`config.mk`:
```
export PLATFORM = sky130hd
export DESIGN_NAME = mem_stage_lsu
export DESIGN_NICKNAME = d
export VERILOG_FILES = /design/src/rtl/lsu_pkg.sv /design/src/rtl/load_align.sv /design/src/rtl/mem_stage_lsu.sv
export SDC_FILE = /design/constraint.sdc
export NUM_CORES = 1
export LEC_CHECK = 0
export BUFFER_PORTS_ARGS = -buffer_cell sky130_fd_sc_hd__buf_2
export CORE_ASPECT_RATIO = 2
export CORE_MARGIN = 10
export CORE_UTILIZATION = 39
export DETAILED_ROUTE_END_ITERATION = 8
export HOLD_SLACK_MARGIN = 0.15
export PLACE_DENSITY_LB_ADDON = 0.1
export SYNTH_ARGS = -nofsm -noshare
export SYNTH_HDL_FRONTEND = slang
export SYNTH_HIERARCHICAL = 1
export SYNTH_SLANG_ARGS = --single-unit
```
`constraint.sdc`:
```
create_clock -name clk -period 2.22 [get_ports clk]
set_input_delay 0.333 -clock clk [delete_from_list [all_inputs] [get_ports clk]]
set_output_delay 0.333 -clock clk [all_outputs]
set_load 0.005 [all_outputs]
```
`src/rtl/lsu_pkg.sv`:
```
// lsu_pkg: shared encodings for the memory-stage load/store unit.
//   - func3 load/store size/sign codes
//   - writeback source select codes
//   - LSU bus FSM state encoding
//   - misalign helper shared by the stage control logic
package lsu_pkg;

    // Load func3 codes
    localparam logic [2:0] LB  = 3'b000;
    localparam logic [2:0] LH  = 3'b001;
    localparam logic [2:0] LW  = 3'b010;
    localparam logic [2:0] LBU = 3'b100;
    localparam logic [2:0] LHU = 3'b101;

    // Store func3 codes
    localparam logic [2:0] SB  = 3'b000;
    localparam logic [2:0] SH  = 3'b001;
    localparam logic [2:0] SW  = 3'b010;

    // Writeback source select
    localparam logic [1:0] SEL_ALU   = 2'd0;
    localparam logic [1:0] SEL_LOAD  = 2'd1;
    localparam logic [1:0] SEL_PCIMM = 2'd2;
    localparam logic [1:0] SEL_IMM   = 2'd3;

    typedef enum logic [1:0] {
        IDLE = 2'd0,
        REQ  = 2'd1,
        WAIT = 2'd2
    } lsu_state_e;

    // Size is carried in func3[1:0] for both loads and stores; bit 2 only
    // selects zero-extension on loads and never affects alignment.
    function automatic logic misaligned(input logic [2:0] f3,
                                        input logic       is_st,
                                        input logic [1:0] off);
        logic [1:0] byte_c;
        logic [1:0] half_c;
        logic [1:0] word_c;
        byte_c = is_st ? SB[1:0] : LB[1:0];
        half_c = is_st ? SH[1:0] : LH[1:0];
        word_c = is_st ? SW[1:0] : LW[1:0];
        if (f3[1:0] == byte_c)      return 1'b0;
        else if (f3[1:0] == half_c) return off[0];
        else if (f3[1:0] == word_c) return (off != 2'b00);
        else                        return 1'b0;
    endfunction

endpackage

```
`src/rtl/load_align.sv`:
```
// load_align: extracts the addressed byte/halfword/word from a 32-bit bus
// read word and sign- or zero-extends it.
//   rdata_i  : raw word returned by data memory
//   offset_i : byte lane (address bits [1:0])
//   func3_i  : load size/sign code
//   data_o   : aligned, extended load value
module load_align
    import lsu_pkg::*;
(
    input  logic [31:0] rdata_i,
    input  logic [1:0]  offset_i,
    input  logic [2:0]  func3_i,
    output logic [31:0] data_o
);

    // Move the addressed lane down to bit 0 once; every size then reads
    // from the low bits.
    logic [31:0] shifted;
    assign shifted = rdata_i >> {offset_i, 3'b000};

    always_comb begin
        data_o = rdata_i;
        case (func3_i)
            LB:      data_o = {{24{shifted[7]}},  shifted[7:0]};
            LH:      data_o = {{16{shifted[15]}}, shifted[15:0]};
            LBU:     data_o = {24'd0, shifted[7:0]};
            LHU:     data_o = {16'd0, shifted[15:0]};
            LW:      data_o = rdata_i;
            default: data_o = rdata_i;
        endcase
    end

endmodule

```
`src/rtl/mem_stage_lsu.sv`:
```
// mem_stage_lsu: MEM stage of the 5-stage RV32 pipeline.
//   Issues loads/stores on a req/gnt/rvalid data bus, aligns load data,
//   stalls upstream while an access is in flight and registers the
//   writeback value into the MEM/WB outputs.
// Ports:
//   clk, reset            : clock, asynchronous active-high reset
//   mem_*_in              : EX/MEM pipeline register contents
//   dmem_req/we/addr/be/wdata, dmem_gnt/rvalid/rdata : data bus
//   lsu_stall             : combinational freeze of IF/ID/EX and EX/MEM
//   wb_result/wb_rd/wb_reg_wr : registered MEM/WB outputs
//   misalign_err, err_addr    : one-cycle error pulse and faulting address
// Build option:
//   MEM_TIMEOUT_EN : abandon a bus access after TIMEOUT_CYCLES cycles in
//                    REQ/WAIT and report it through misalign_err.
module mem_stage_lsu
    import lsu_pkg::*;
#(
    parameter int TIMEOUT_CYCLES = 255,
    parameter int XLEN           = 32
) (
    input  logic            clk,
    input  logic            reset,
    input  logic [XLEN-1:0] mem_alu_out_in,
    input  logic [XLEN-1:0] mem_rv1_in,
    input  logic [XLEN-1:0] mem_pc_imm_in,
    input  logic [XLEN-1:0] mem_imm_in,
    input  logic [4:0]      mem_rd_in,
    input  logic [1:0]      mem_reg_in_sel_in,
    input  logic [3:0]      mem_dwe_in,
    input  logic [2:0]      mem_func3_in,
    input  logic            mem_mem_reg_in,
    input  logic            mem_reg_wr_in,
    output logic            dmem_req,
    output logic            dmem_we,
    output logic [XLEN-1:0] dmem_addr,
    output logic [3:0]      dmem_be,
    output logic [XLEN-1:0] dmem_wdata,
    input  logic            dmem_gnt,
    input  logic            dmem_rvalid,
    input  logic [XLEN-1:0] dmem_rdata,
    output logic            lsu_stall,
    output logic [XLEN-1:0] wb_result,
    output logic [4:0]      wb_rd,
    output logic            wb_reg_wr,
    output logic            misalign_err,
    output logic [XLEN-1:0] err_addr
);

    lsu_state_e state_q, state_d;

    logic [XLEN-1:0] wb_result_q;
    logic [4:0]      wb_rd_q;
    logic            wb_reg_wr_q;
    logic            misalign_err_q;
    logic [XLEN-1:0] err_addr_q;

    logic            op_ld, op_st, op_any;
    logic [1:0]      offset;
    logic            mis_c;
    logic            req_c;
    logic            stall_c;
    logic            tmo_c;
    logic [XLEN-1:0] load_val;
    logic [XLEN-1:0] wb_sel;

    // A load with stray store enables is treated as a plain load.
    assign op_ld  = mem_mem_reg_in;
    assign op_st  = (|mem_dwe_in) && !op_ld;
    assign op_any = op_ld || op_st;
    assign offset = mem_alu_out_in[1:0];

    // Misalignment is only meaningful when a new access is being
    // considered; once in REQ/WAIT the access has already been accepted.
    assign mis_c = (state_q == IDLE) && op_any &&
                   misaligned(mem_func3_in, op_st, offset);

    // Bus address/data/enables come straight from EX/MEM: the stall keeps
    // that register frozen, so they stay stable for the whole REQ phase.
    assign dmem_addr  = {mem_alu_out_in[XLEN-1:2], 2'b00};
    assign dmem_be    = mem_dwe_in << offset;
    assign dmem_wdata = mem_rv1_in << {offset, 3'b000};
    assign dmem_req   = req_c && !reset;
    assign dmem_we    = req_c && !reset && op_st;

    assign lsu_stall  = stall_c;

`ifdef MEM_TIMEOUT_EN
    localparam logic [7:0] TMO_LAST = 8'(TIMEOUT_CYCLES - 1);

    logic [7:0] cnt_q, cnt_d;

    // Counter value N means N+1 cycles have been spent in REQ/WAIT.
    assign tmo_c = (state_q != IDLE) && (cnt_q == TMO_LAST);

    always_comb begin
        cnt_d = 8'd0;
        if (state_q != IDLE && state_d != IDLE)
            cnt_d = cnt_q + 8'd1;
    end

    always_ff @(posedge clk or posedge reset) begin
        if (reset) cnt_q <= 8'd0;
        else       cnt_q <= cnt_d;
    end
`else
    assign tmo_c = 1'b0;

    logic unused_timeout;
    assign unused_timeout = (TIMEOUT_CYCLES != 0);
`endif

    // Bus FSM: next state, request and stall.
    always_comb begin
        state_d = state_q;
        req_c   = 1'b0;
        stall_c = 1'b0;
        case (state_q)
            IDLE: begin
                if (op_any && !mis_c) begin
                    req_c = 1'b1;
                    if (op_st) begin
                        if (!dmem_gnt) begin
                            stall_c = 1'b1;
                            state_d = REQ;
                        end
                    end else begin
                        stall_c = 1'b1;
                        state_d = dmem_gnt ? WAIT : REQ;
                    end
                end
            end
            REQ: begin
                req_c   = 1'b1;
                stall_c = 1'b1;
                if (dmem_gnt) begin
                    if (op_ld) begin
                        state_d = WAIT;
                    end else begin
                        stall_c = 1'b0;
                        state_d = IDLE;
                    end
                end
            end
            WAIT: begin
                stall_c = !dmem_rvalid;
                if (dmem_rvalid) state_d = IDLE;
            end
            default: state_d = IDLE;
        endcase

        // A timed-out access is dropped and the instruction retires as a bubble.
        if (tmo_c) begin
            state_d = IDLE;
            req_c   = 1'b0;
            stall_c = 1'b0;
        end
    end

    load_align u_load_align (
        .rdata_i  (dmem_rdata),
        .offset_i (offset),
        .func3_i  (mem_func3_in),
        .data_o   (load_val)
    );

    // In WAIT the write-back register updates in the rvalid cycle itself,
    // so the aligned load value is taken straight from the bus.
    always_comb begin
        wb_sel = mem_alu_out_in;
        case (mem_reg_in_sel_in)
            SEL_ALU:   wb_sel = mem_alu_out_in;
            SEL_LOAD:  wb_sel = load_val;
            SEL_PCIMM: wb_sel = mem_pc_imm_in;
            SEL_IMM:   wb_sel = mem_imm_in;
            default:   wb_sel = mem_alu_out_in;
        endcase
    end

    always_ff @(posedge clk or posedge reset) begin
        if (reset) begin
            state_q        <= IDLE;
            wb_result_q    <= '0;
            wb_rd_q        <= 5'd0;
            wb_reg_wr_q    <= 1'b0;
            misalign_err_q <= 1'b0;
            err_addr_q     <= '0;
        end else begin
            state_q        <= state_d;
            misalign_err_q <= mis_c || tmo_c;
            if (mis_c || tmo_c)
                err_addr_q <= mem_alu_out_in;
            if (stall_c) begin
                wb_reg_wr_q <= 1'b0;
            end else begin
                wb_rd_q     <= mem_rd_in;
                wb_reg_wr_q <= mem_reg_wr_in && !mis_c && !tmo_c;
                wb_result_q <= wb_sel;
            end
        end
    end

    assign wb_result    = wb_result_q;
    assign wb_rd        = wb_rd_q;
    assign wb_reg_wr    = wb_reg_wr_q;
    assign misalign_err = misalign_err_q;
    assign err_addr     = err_addr_q;

endmodule

```
==> results by group, run 1 <==
Status
  • Status: finished, final reports clean

Setup path
  • CP peak stage delay: 0.32 ns
  • Crit end category: output port
  • WP data required: 1.89 ns
  • R2R Path Start: state_q[1]$_DFFE_PP0P_
  • CP Cell Sequence: buf_2 > buf_6 > buf_12 > a222oi_1 > buf_4 > a211oi_4 > buf_12 > inv_1 > buf_2
  • Arr. time, crit path: 1.81 ns
  • Crit-path slowest cell: a211oi_4
  • Worst reg2reg path endpoint: wb_result[23]$_DFFE_PP0N_
  • Crit Path Class: in -> out
  • Critical-path maximum fanout: 22
  • Worst r2r path cells: 6
  • CP Launch Type: input pin
  • R2r setup slk: 0.35 ns

Synthesis
  • Synth async-reset ratio: 100%
  • Main area contributors after synthesis: dfrtp_1 (36%), mux2_2 (15%), mux4_2 (15%)
  • Syn Area/Cell: 11.6 µm²
  • Synth top area share: between 30% and 40%
  • Seq/Total Area, Yosys: 35.9%
  • EDFF count, synth: 0
  • Synth warn: 6
  • Synth area leader: dfrtp_1
  • Flops & latches, synth: 73
  • Post-Syn Area: 0.00509 mm²
  • Main synth FF type: dfrtp_1
  • Distinct cells, synth: 44
  • Cells after Synth: 441

STA
  • Slew Limit Fails: 0
  • RSZ-0062 raised after global routing: false
  • Worst Clk Skew: between 0.008 and 0.009 ns
  • Final worst path period share: 96.4%
  • Slew @ Worst Pin: 0.659 ns
  • Final hold violation count: 0
  • Achievable Freq: 467 MHz
  • Post-layout minimum cycle time: 2.14 ns
  • Final setup violation count: 0
  • Slew margin rel.: 55.9%

CTS
  • Later-pin clock latency in the skew report: 0.33 ns
  • Num CTS Buffers: 9
  • CTS Buffer Depth: 2
  • Root buf cell: clkbuf_16
  • Worst-path clk slew: roughly 0.05 ns
  • TritonCTS clock tree: done
  • H-tree levels: 3
  • Sink Count: 73

Route
  • Initial DRT Pass Iterations: 5
  • # DRC: 0
  • Drt wl/cell: approximately 24 µm
  • Total Wirelength: 21,400 µm
  • Antenna Nets Post-Route: 0
  • DR vias: between 4,000 and 5,000
  • Post-detailed-route via-to-cell ratio: 5.45
  • Initial drt markers: 199

Layout
  • Layout area overhead: 43.3%
  • Reg area: 0.00183 mm²
  • Most frequent cells in the layout: buf_2 (319), dfrtp_1 (73), mux2_2 (66), nand2_1 (40), mux4_2 (33)
  • Share of layout cells above drive strength 1: 64.0%
  • Nets: 930
  • Finished layout cell area: about 0.0073 mm²
  • Multi-input gate area: ~0.0028 mm²
  • Filler Cell Count: 1,187
  • Commonest non-fill, non-tap cell in the layout: buf_2

Place
  • Final HPWL DP: 17,600 µm
  • Routability cong.: around 0.86
  • Placed inst area: 0.00685 mm²
  • Number of port buffers: 319

Global route
  • Antenna violations before repair: 6
  • GR Util All Layers: 22.2%
  • Total grt overflow: 0
  • First-pass GRT wire length: 31,400 µm
  • Number of global-route vias before repair: 5,446
  • Maximum number of pins on one net before global-route repair: 44

Floorplanning
  • Initial Util: around two fifths
  • Core area: ~0.013 mm²
  • Die area: 0.0183 mm²
  • Row count: 59
  • Num ports: about 320
  • Die W: 101 µm
  • Die H: 182 µm

Power
  • Tot Pwr: 0.00567 W
  • PwrDens: 778 mW/mm²
  • Maximum VDD drop: a little over 0.5 mV
  • Leak pwr: around 3.6 nW

Min path
  • Hold Crit Depth: 2
  • Hold_sp: dmem_gnt
  • Hold EP: state_q[0]$_DFFE_PP0P_
  • Hold Crit Class: in -> reg

Flow run
  • Max Cap Viol: 0
area by class of cell:
cell class	count	share of cell area (%)
multi-input cells	298	38.9
repair buffers	361	28.1
flip-flops and latches	73	25.0
clock buffers	11	3.33
well taps	152	2.61
clock inverters	5	1.41
inverters	7	0.377
diodes	5	0.171
cells by family after synthesis:
logic type	synth area share, %
multiplexers	35.7
AO/OA/AOI/OAI	11.7
AND/OR/NAND/NOR	7.91
flip-flops	35.9
buffers and inverters	8.57
XOR/XNOR	0.172
other	0.0736
repair_timing:
| item | CTS | global route |
|---|---|---|
| hold buffers | 1 | 0 |
| hold endpoints to repair | 32 | 0 |
| cloned | 0 | 2 |
| endpoints found under the setup margin | 1 | 3 |
| gates resized for setup | 0 | 1 |
| pin swaps | 1 | 1 |
| buffers inserted | 0 | 4 |
registers in the layout (all words and copies together) (netlist names):
| register | flops |
|---|---|
| state_q | 2 |
| misalign_err | 1 |
| wb_rd | 5 |
| wb_result | 32 |
| err_addr | 32 |
| wb_reg_wr | 1 |
critical path, delay by kind of cell:
| kind | cells | cell delay, ns |
|---|---|---|
| buffers and inverters | 7 | 1.02 |
| AO/OA/AOI/OAI | 2 | 0.43 |
report_power, final:
| part | internal [W] | switching (W) | leakage (nW) | total, W |
|---|---|---|---|---|
| sequential | 0.00175 | 0.000206 | 0.864 | 0.00196 |
| clock | 0.00113 | 0.000562 | 0.166 | 0.00169 |
| combinational | 0.00112 | 0.000910 | 2.55 | 0.00203 |
| total | 0.00400 | 0.00168 | 3.58 | 0.00567 |
worst max-delay path by stage:
stage	from	slack, ns	endpoint
after floorplan	reset	0.03	err_addr[0]$_DFFE_PP0P_
after global placement	mem_alu_out_in[0]	-0.13	wb_result[21]$_DFFE_PP0N_
after detailed placement	mem_alu_out_in[0]	-0.16	wb_result[14]$_DFFE_PP0N_
after CTS	mem_alu_out_in[0]	0.01	dmem_we
after global routing	mem_alu_out_in[0]	0.01	lsu_stall
final	mem_alu_out_in[0]	0.08	lsu_stall
Yosys cell counts (2+ instances only):
| cell | number |
|---|---|
| o31ai_1 | 7 |
| a211oi_1 | 9 |
| buf_4 | 33 |
| clkbuf_1 | 15 |
| and2_1 | 9 |
| a22oi_1 | 6 |
| nor2_1 | 13 |
| mux2_2 | 66 |
| mux2i_1 | 22 |
| a22o_1 | 2 |
| buf_1 | 4 |
| o21ai_1 | 4 |
| a21oi_1 | 9 |
| nand2_1 | 40 |
| inv_1 | 7 |
| dfrtp_1 | 73 |
| a221oi_1 | 5 |
| nor3b_1 | 2 |
| mux2_1 | 10 |
| nor2b_1 | 13 |
| buf_6 | 5 |
| o21ai_0 | 26 |
| o21bai_1 | 3 |
| mux4_2 | 33 |
| buf_2 | 6 |
per-stage QoR:
| stage | utilization [%] | worst slack (ns) | cells | TNS (ns) | hold WS (ns) |
|---|---|---|---|---|---|
| detailed placement | 53.0 | -0.161 | 884 | -4.13 | 0.460 |
| CTS | 55.7 | 0.0139 | 901 | 0 | 0.192 |
| global route | 56.5 | 0.0103 | 912 | 0 | 0.203 |
| finish | 56.5 | 0.0808 | 912 | 0 | 0.202 |
| global placement | 53.0 | -0.131 | 884 | -2.14 | 0.443 |
| floorplan | - | 0.0337 | 442 | 0 | 0.399 |
per-layer routing:
layer	routed length, µm	global-route usage [%]	up-vias
met2	12100	41.4	265
li1	-	-	2232
met4	593	8.58	2
met3	1770	6.54	36
met5	7	0	-
met1	6970	21.6	2435
Power figures use the tool's default switching activity.
==> run 2, diff against run 1 <==
--- a/config.mk
+++ b/config.mk
@@ -12,6 +12,7 @@
 export DETAILED_ROUTE_END_ITERATION = 8
 export HOLD_SLACK_MARGIN = 0.15
 export PLACE_DENSITY_LB_ADDON = 0.1
+export REMOVE_ABC_BUFFERS = 1
 export SYNTH_ARGS = -nofsm -noshare
 export SYNTH_HDL_FRONTEND = slang
 export SYNTH_HIERARCHICAL = 1
==> results by group, run 2 (synthesis results as in run 1) <==
Global route
  • First-pass GRT wire length: 31,200 µm
  • Antenna violations before repair: 5
  • GR Util All Layers: 21.9%
  • Maximum number of pins on one net before global-route repair: 33
  • Total grt overflow: 0
  • Number of global-route vias before repair: 5,638

CTS
  • Later-pin clock latency in the skew report: 0.33 ns
  • CTS Buffer Depth: 2
  • Root buf cell: clkbuf_16
  • Sink Count: 73
  • TritonCTS clock tree: done
  • Worst-path clk slew: about 0.06 ns
  • H-tree levels: 3
  • Num CTS Buffers: 9

STA
  • RSZ-0062 raised after global routing: false
  • Setup_tns: 0 ns
  • Slew Limit Fails: 0
  • Final worst path period share: 94.8%
  • Slew margin rel.: 60.2%
  • Worst Clk Skew: 0.00736 ns
  • Post-layout minimum cycle time: 2.10 ns
  • Slew @ Worst Pin: 0.590 ns
  • Achievable Freq: ~480 MHz
  • Final hold violation count: 0
  • Final worst slack: 0.116 ns
  • Final setup violation count: 0

Power
  • Clock power frac: 29.0%
  • Tot Pwr: 0.00546 W
  • Leak pwr: 3.52 nW
  • Design internal power: roughly 0.0038 W
  • Switch Pwr: between 0.0015 and 0.002 W
  • Combinational power share: 35.3%
  • Maximum VDD drop: 0.651 mV
  • Sw Share: 30.5%
  • PwrDens: 762 mW/mm²
  • Sequential share of power: 35.7%

Route
  • Total Wirelength: 20,700 µm
  • Initial DRT Pass Iterations: 4
  • Antenna Nets Post-Route: 0
  • Initial drt markers: 123
  • # DRC: 0
  • DR vias: 4,875
  • Drt wl/cell: 22.8 µm
  • Post-detailed-route via-to-cell ratio: around 5.4

Layout
  • Share of layout cells above drive strength 1: roughly 64%
  • Filler Cell Count: about 1,200
  • Nets: 927
  • Most frequent cells in the layout: buf_2 (319), dfrtp_1 (73), mux2_2 (66), nand2_1 (40), mux4_2 (33)
  • Commonest non-fill, non-tap cell in the layout: buf_2
  • Layout area overhead: 40.8%

Place
  • Final HPWL DP: 17,200 µm
  • Pre-CTS setup slack: -0.236 ns
  • Routability cong.: 0.843
  • Number of port buffers: 319

Setup path
  • Crit Path Class: in -> out
  • Crit end category: output port
  • Arr. time, crit path: around 1.8 ns
  • CP Launch Type: input pin
  • Critical-path maximum fanout: 26
  • WP data required: 1.89 ns

Floorplanning
  • Row count: 59
  • Core area: between 0.01 and 0.015 mm²
  • Num ports: 322
  • Die area: roughly 0.018 mm²
  • Die H: 182 µm
  • Initial Util: 39.4%
  • Die W: 101 µm

Status
  • Status: finished, final reports clean

Flow run
  • Max Cap Viol: 0

Min path
  • Hold Crit Class: in -> reg
## run 2: power by group through the flow
stage	registers (W)	clock network [W]	logic, W
after CTS	0.00195	0.00161	0.00198
final	0.00195	0.00158	0.00193
after floorplan	0.00201	0	0.000800
after detailed placement	0.00198	0	0.00197
after global placement	0.00195	0	0.00194
after global routing	0.00200	0.00167	0.00211
## run 2: through the flow
step           instance area (µm²)  utilization, %  hold WS [ns]  instances
6_report                      7170            55.5         0.181        908
5_1_grt                       7170            55.5         0.191        908
4_1_cts                       7150            55.3         0.175        903
3_5_place_dp                  6820            52.8         0.392        887
3_3_place_gp                  6820            52.8         0.388        887
2_1_floorplan                 4690               -         0.399        378
## run 2: repair_timing
item,4_1_cts,5_1_grt
setup endpoints to repair,2,2
setup buffers,0,0
gates resized for setup,1,2
hold buffers,1,0
endpoints found under the hold margin,25,0
## run 2: final cells by class
type	instances	area [µm²]	share of cell area (%)
Timing Repair Buffer	358	1950	27.2
Antenna cell	5	12.5	0.175
Multi-Input combinational cell	298	2840	39.6
Sequential cell	73	1830	25.5
Tap cell	152	190	2.65
Clock buffer	9	225	3.14
Clock inverter	6	92.6	1.29
Inverter	7	27.5	0.384
## run 2: worst max-delay path, cell delays in order
cell      delay (ns)
buf_2           0.17
buf_6           0.25
a222oi_1        0.14
buf_4           0.17
a211oi_4        0.26
buf_12          0.23
inv_1           0.06
buf_2           0.12
## run 2: worst paths after layout
kind                                        endpoint  slack [ns]  depth (start not counted)                       from
min reg2reg                wb_result[26]$_DFFE_PP0N_        0.48                          1  wb_result[26]$_DFFE_PP0N_
max reg2reg                wb_result[28]$_DFFE_PP0N_        0.52                          4     state_q[0]$_DFFE_PP0P_
min                           state_q[0]$_DFFE_PP0P_        0.18                          2                   dmem_gnt
max                                        lsu_stall        0.12                          8          mem_alu_out_in[1]
max in group asynchronous   err_addr[19]$_DFFE_PP0P_        1.01                          4                      reset
min in group asynchronous    err_addr[7]$_DFFE_PP0P_        0.59                          3                      reset
## run 2: per-layer routing
layer | part of all wire [%] | wire length, µm | global-route usage (%) | up-vias
met5 | 0 | 0 | 0 | -
met4 | 2.8 | 585 | 9.32 | 0
met3 | 8.2 | 1710 | 6.54 | 29
met2 | 57 | 11700 | 41.3 | 222
met1 | 32 | 6700 | 20.6 | 2397
li1 | - | - | - | 2227
==> run 3, diff against run 2 <==
--- a/config.mk
+++ b/config.mk
@@ -8,12 +8,11 @@
 export BUFFER_PORTS_ARGS = -buffer_cell sky130_fd_sc_hd__buf_2
 export CORE_ASPECT_RATIO = 2
 export CORE_MARGIN = 10
-export CORE_UTILIZATION = 39
+export CORE_UTILIZATION = 40
 export DETAILED_ROUTE_END_ITERATION = 8
 export HOLD_SLACK_MARGIN = 0.15
 export PLACE_DENSITY_LB_ADDON = 0.1
 export REMOVE_ABC_BUFFERS = 1
 export SYNTH_ARGS = -nofsm -noshare
 export SYNTH_HDL_FRONTEND = slang
-export SYNTH_HIERARCHICAL = 1
 export SYNTH_SLANG_ARGS = --single-unit
==> results by group, run 3 <==
Place
  • Routability cong.: 0.842
  • Placed inst area: 0.00674 mm²
  • Number of port buffers: 319
  • Final HPWL DP: 17,900 µm
  • DP Cell Count: 1,028

Layout
  • Layout area overhead: 36.1%
  • Non-filler cells, final: around 1,000
  • Multi-input gate area: 0.00281 mm²
  • Final Util: between 50% and 60%
  • Diode count: 0
  • Most frequent cells in the layout: buf_2 (319), nor2_1 (78), dfrtp_1 (73), a21oi_1 (70), nand2_1 (62)
  • Share of layout cells above drive strength 1: ~46%
  • Commonest non-fill, non-tap cell in the layout: buf_2
  • Reg area: between 0.0015 and 0.002 mm²
  • Filler Cell Count: 1,218
  • Nets: 1,070
  • Finished layout cell area: 0.00708 mm²

Flow run
  • Max Cap Viol: 0

STA
  • Final hold violation count: 0
  • Min Hold Slack: 0.188 ns
  • Post-layout minimum cycle time: about 2.1 ns
  • Final setup violation count: 0
  • Achievable Freq: 467 MHz
  • Slew Limit Fails: 0
  • Worst Clk Skew: 0.00632 ns
  • Slew @ Worst Pin: 0.732 ns
  • Final worst path period share: 96.5%
  • Slew margin rel.: 51.2%
  • RSZ-0062 raised after global routing: false

Route
  • Post-detailed-route via-to-cell ratio: 5.32
  • Antenna Nets Post-Route: 0
  • Initial DRT Pass Iterations: 5
  • Drt wl/cell: between 20 and 25 µm
  • DR vias: 5,559
  • Initial drt markers: ~200
  • # DRC: 0
  • Total Wirelength: 21,800 µm

Setup path
  • CP peak stage delay: 0.48 ns
  • Crit end category: output port
  • CP Launch Type: register
  • WP data required: 1.89 ns
  • Crit Path Class: reg -> out
  • Critical-path maximum fanout: 29
  • CP Cell Sequence: nor3b_1 > a311o_2 > buf_12 > buf_2
  • Arr. time, crit path: 1.81 ns
  • Crit-path slowest cell: a311o_2

CTS
  • Later-pin clock latency in the skew report: 0.33 ns
  • TritonCTS clock tree: done
  • H-tree levels: 3
  • Num CTS Buffers: 9
  • Worst-path clk slew: 0.06 ns
  • CTS Buffer Depth: 2
  • Root buf cell: clkbuf_16
  • Sink Count: 73

Power
  • Clock power frac: 29.0%
  • Combinational power share: 35.3%
  • Switch Pwr: 0.00176 W
  • Leak pwr: 3.62 nW
  • Sw Share: 32.2%
  • Tot Pwr: 0.00546 W
  • Design internal power: 0.00370 W
  • Sequential share of power: 35.7%
  • Maximum VDD drop: 0.530 mV
  • PwrDens: 771 mW/mm²

Status
  • Status: finished, final reports clean

Global route
  • Maximum number of pins on one net before global-route repair: 56
  • Antenna violations before repair: 0
  • First-pass GRT wire length: 33,200 µm
  • Number of global-route vias before repair: 5,944
  • GR Util All Layers: a little under a quarter
  • Total grt overflow: 0

Synthesis
  • Main area contributors after synthesis: dfrtp_1 (35%), a21oi_1 (6.7%), mux2_2 (6.5%)
  • Synth area leader: dfrtp_1
  • Seq/Total Area, Yosys: 35.1%
  • EDFF count, synth: 0
  • Commonest cells in the netlist: nor2_1 (78), dfrtp_1 (73), a21oi_1 (70)
  • Distinct cells, synth: 47
  • Synth top area share: 35.1%
  • Most frequent cell after synthesis: nor2_1
  • Syn Area/Cell: 8.51 µm²
  • Synth async-reset ratio: 100%
  • Post-Syn Area: ~0.0052 mm²
  • Cells after Synth: ~600
  • Synth warn: 0
  • Main synth FF type: dfrtp_1
  • Flops & latches, synth: 73

Floorplanning
  • Die H: 181 µm
  • Core area: roughly 0.013 mm²
  • Die W: 101 µm
  • Num ports: between 300 and 400
  • Die area: approximately 0.018 mm²
  • Initial Util: around two fifths
  • Row count: 58

Min path
  • Hold Crit Class: in -> reg
==> run 3: changes by cell type after synthesis, sizes merged, moves of 10 or more <==
cell,change
o31ai,+17
mux2,-38
mux4,-32
a22oi,+10
a21oi,+61
buf,+12
nand2,+22
nand2b,+11
nor2,+65
==> run 3: kinds of logic (layout without fill, tap and decap cells) <==
family / after synthesis / count (layout) / share of synthesized area (%)
AO/OA/AOI/OAI: 176 / 176 / 21.7
flip-flops: 73 / 73 / 35.1
other: 1 / 2 / 0.0721
multiplexers: 66 / 66 / 14.3
AND/OR/NAND/NOR: 198 / 198 / 17.6
XOR/XNOR: 1 / 1 / 0.168
buffers and inverters: 96 / 379 / 11.1
==> run 3: timing repair <==
item / in CTS / in global routing
endpoints found under the setup margin: 0 / 3
hold buffers: 1 / 0
hold endpoints to repair: 31 / 0
gates resized for setup: 0 / 1
buffers inserted: 0 / 0
==> run 3: final timing paths <==
path | from | end | slack [ns] | cells after the start
worst max-delay path | state_q[0]$_DFFE_PP0P_ | lsu_stall | 0.08 | 4
worst min-delay path | dmem_gnt | state_q[0]$_DFFE_PP0P_ | 0.19 | 2
worst max register to register | state_q[0]$_DFFE_PP0P_ | wb_result[13]$_DFFE_PP0N_ | 0.37 | 5
worst min register to register | wb_result[29]$_DFFE_PP0N_ | wb_result[29]$_DFFE_PP0N_ | 0.47 | 2
max in group asynchronous | reset | wb_result[5]$_DFFE_PP0N_ | 0.93 | 4
min in group asynchronous | reset | err_addr[3]$_DFFE_PP0P_ | 0.61 | 3
==> run 3: worst max-delay path: cells and delay by family (launching register included) <==
family	cells	cell delay [ns]
AOI/OAI and AO/OA	1	0.48
DFF	1	0.45
buffers and inverters	2	0.35
and+or+nand+nor	1	0.17
==> run 3: area by class of cell <==
cell class	count	share of cell area, %
sequential	73	25.8
clock buffer	10	3.23
multi-input combinational	443	39.7
clock inverter	6	1.31
timing repair buffer	347	26.4
tap	150	2.65
inverter	16	0.866
==> run 3: stage by stage <==
step,setup TNS (ns),worst slack (ns)
after floorplan,-21.54,-0.545
after global placement,0,0.115
after detailed placement,0,0.00860
after CTS,0,0.0460
after global routing,0,0.00287
final,0,0.0781
==> run 3: layer usage <==
metal,vias to the layer above,GRT usage (%),share of wire [%]
met2,245,42.4,55
met5,-,0,0
li1,2664,-,-
met3,15,6.61,8.1
met1,2635,24.0,36
met4,0,6.48,1.2
==> run 3: power by group through the flow <==
stage,clock network [W],registers [W],logic [W]
after floorplan,0,0.00200,0.000796
after global placement,0,0.00195,0.00191
after detailed placement,0,0.00197,0.00195
after CTS,0.00162,0.00195,0.00196
after global routing,0.00167,0.00200,0.00211
final,0.00158,0.00195,0.00192
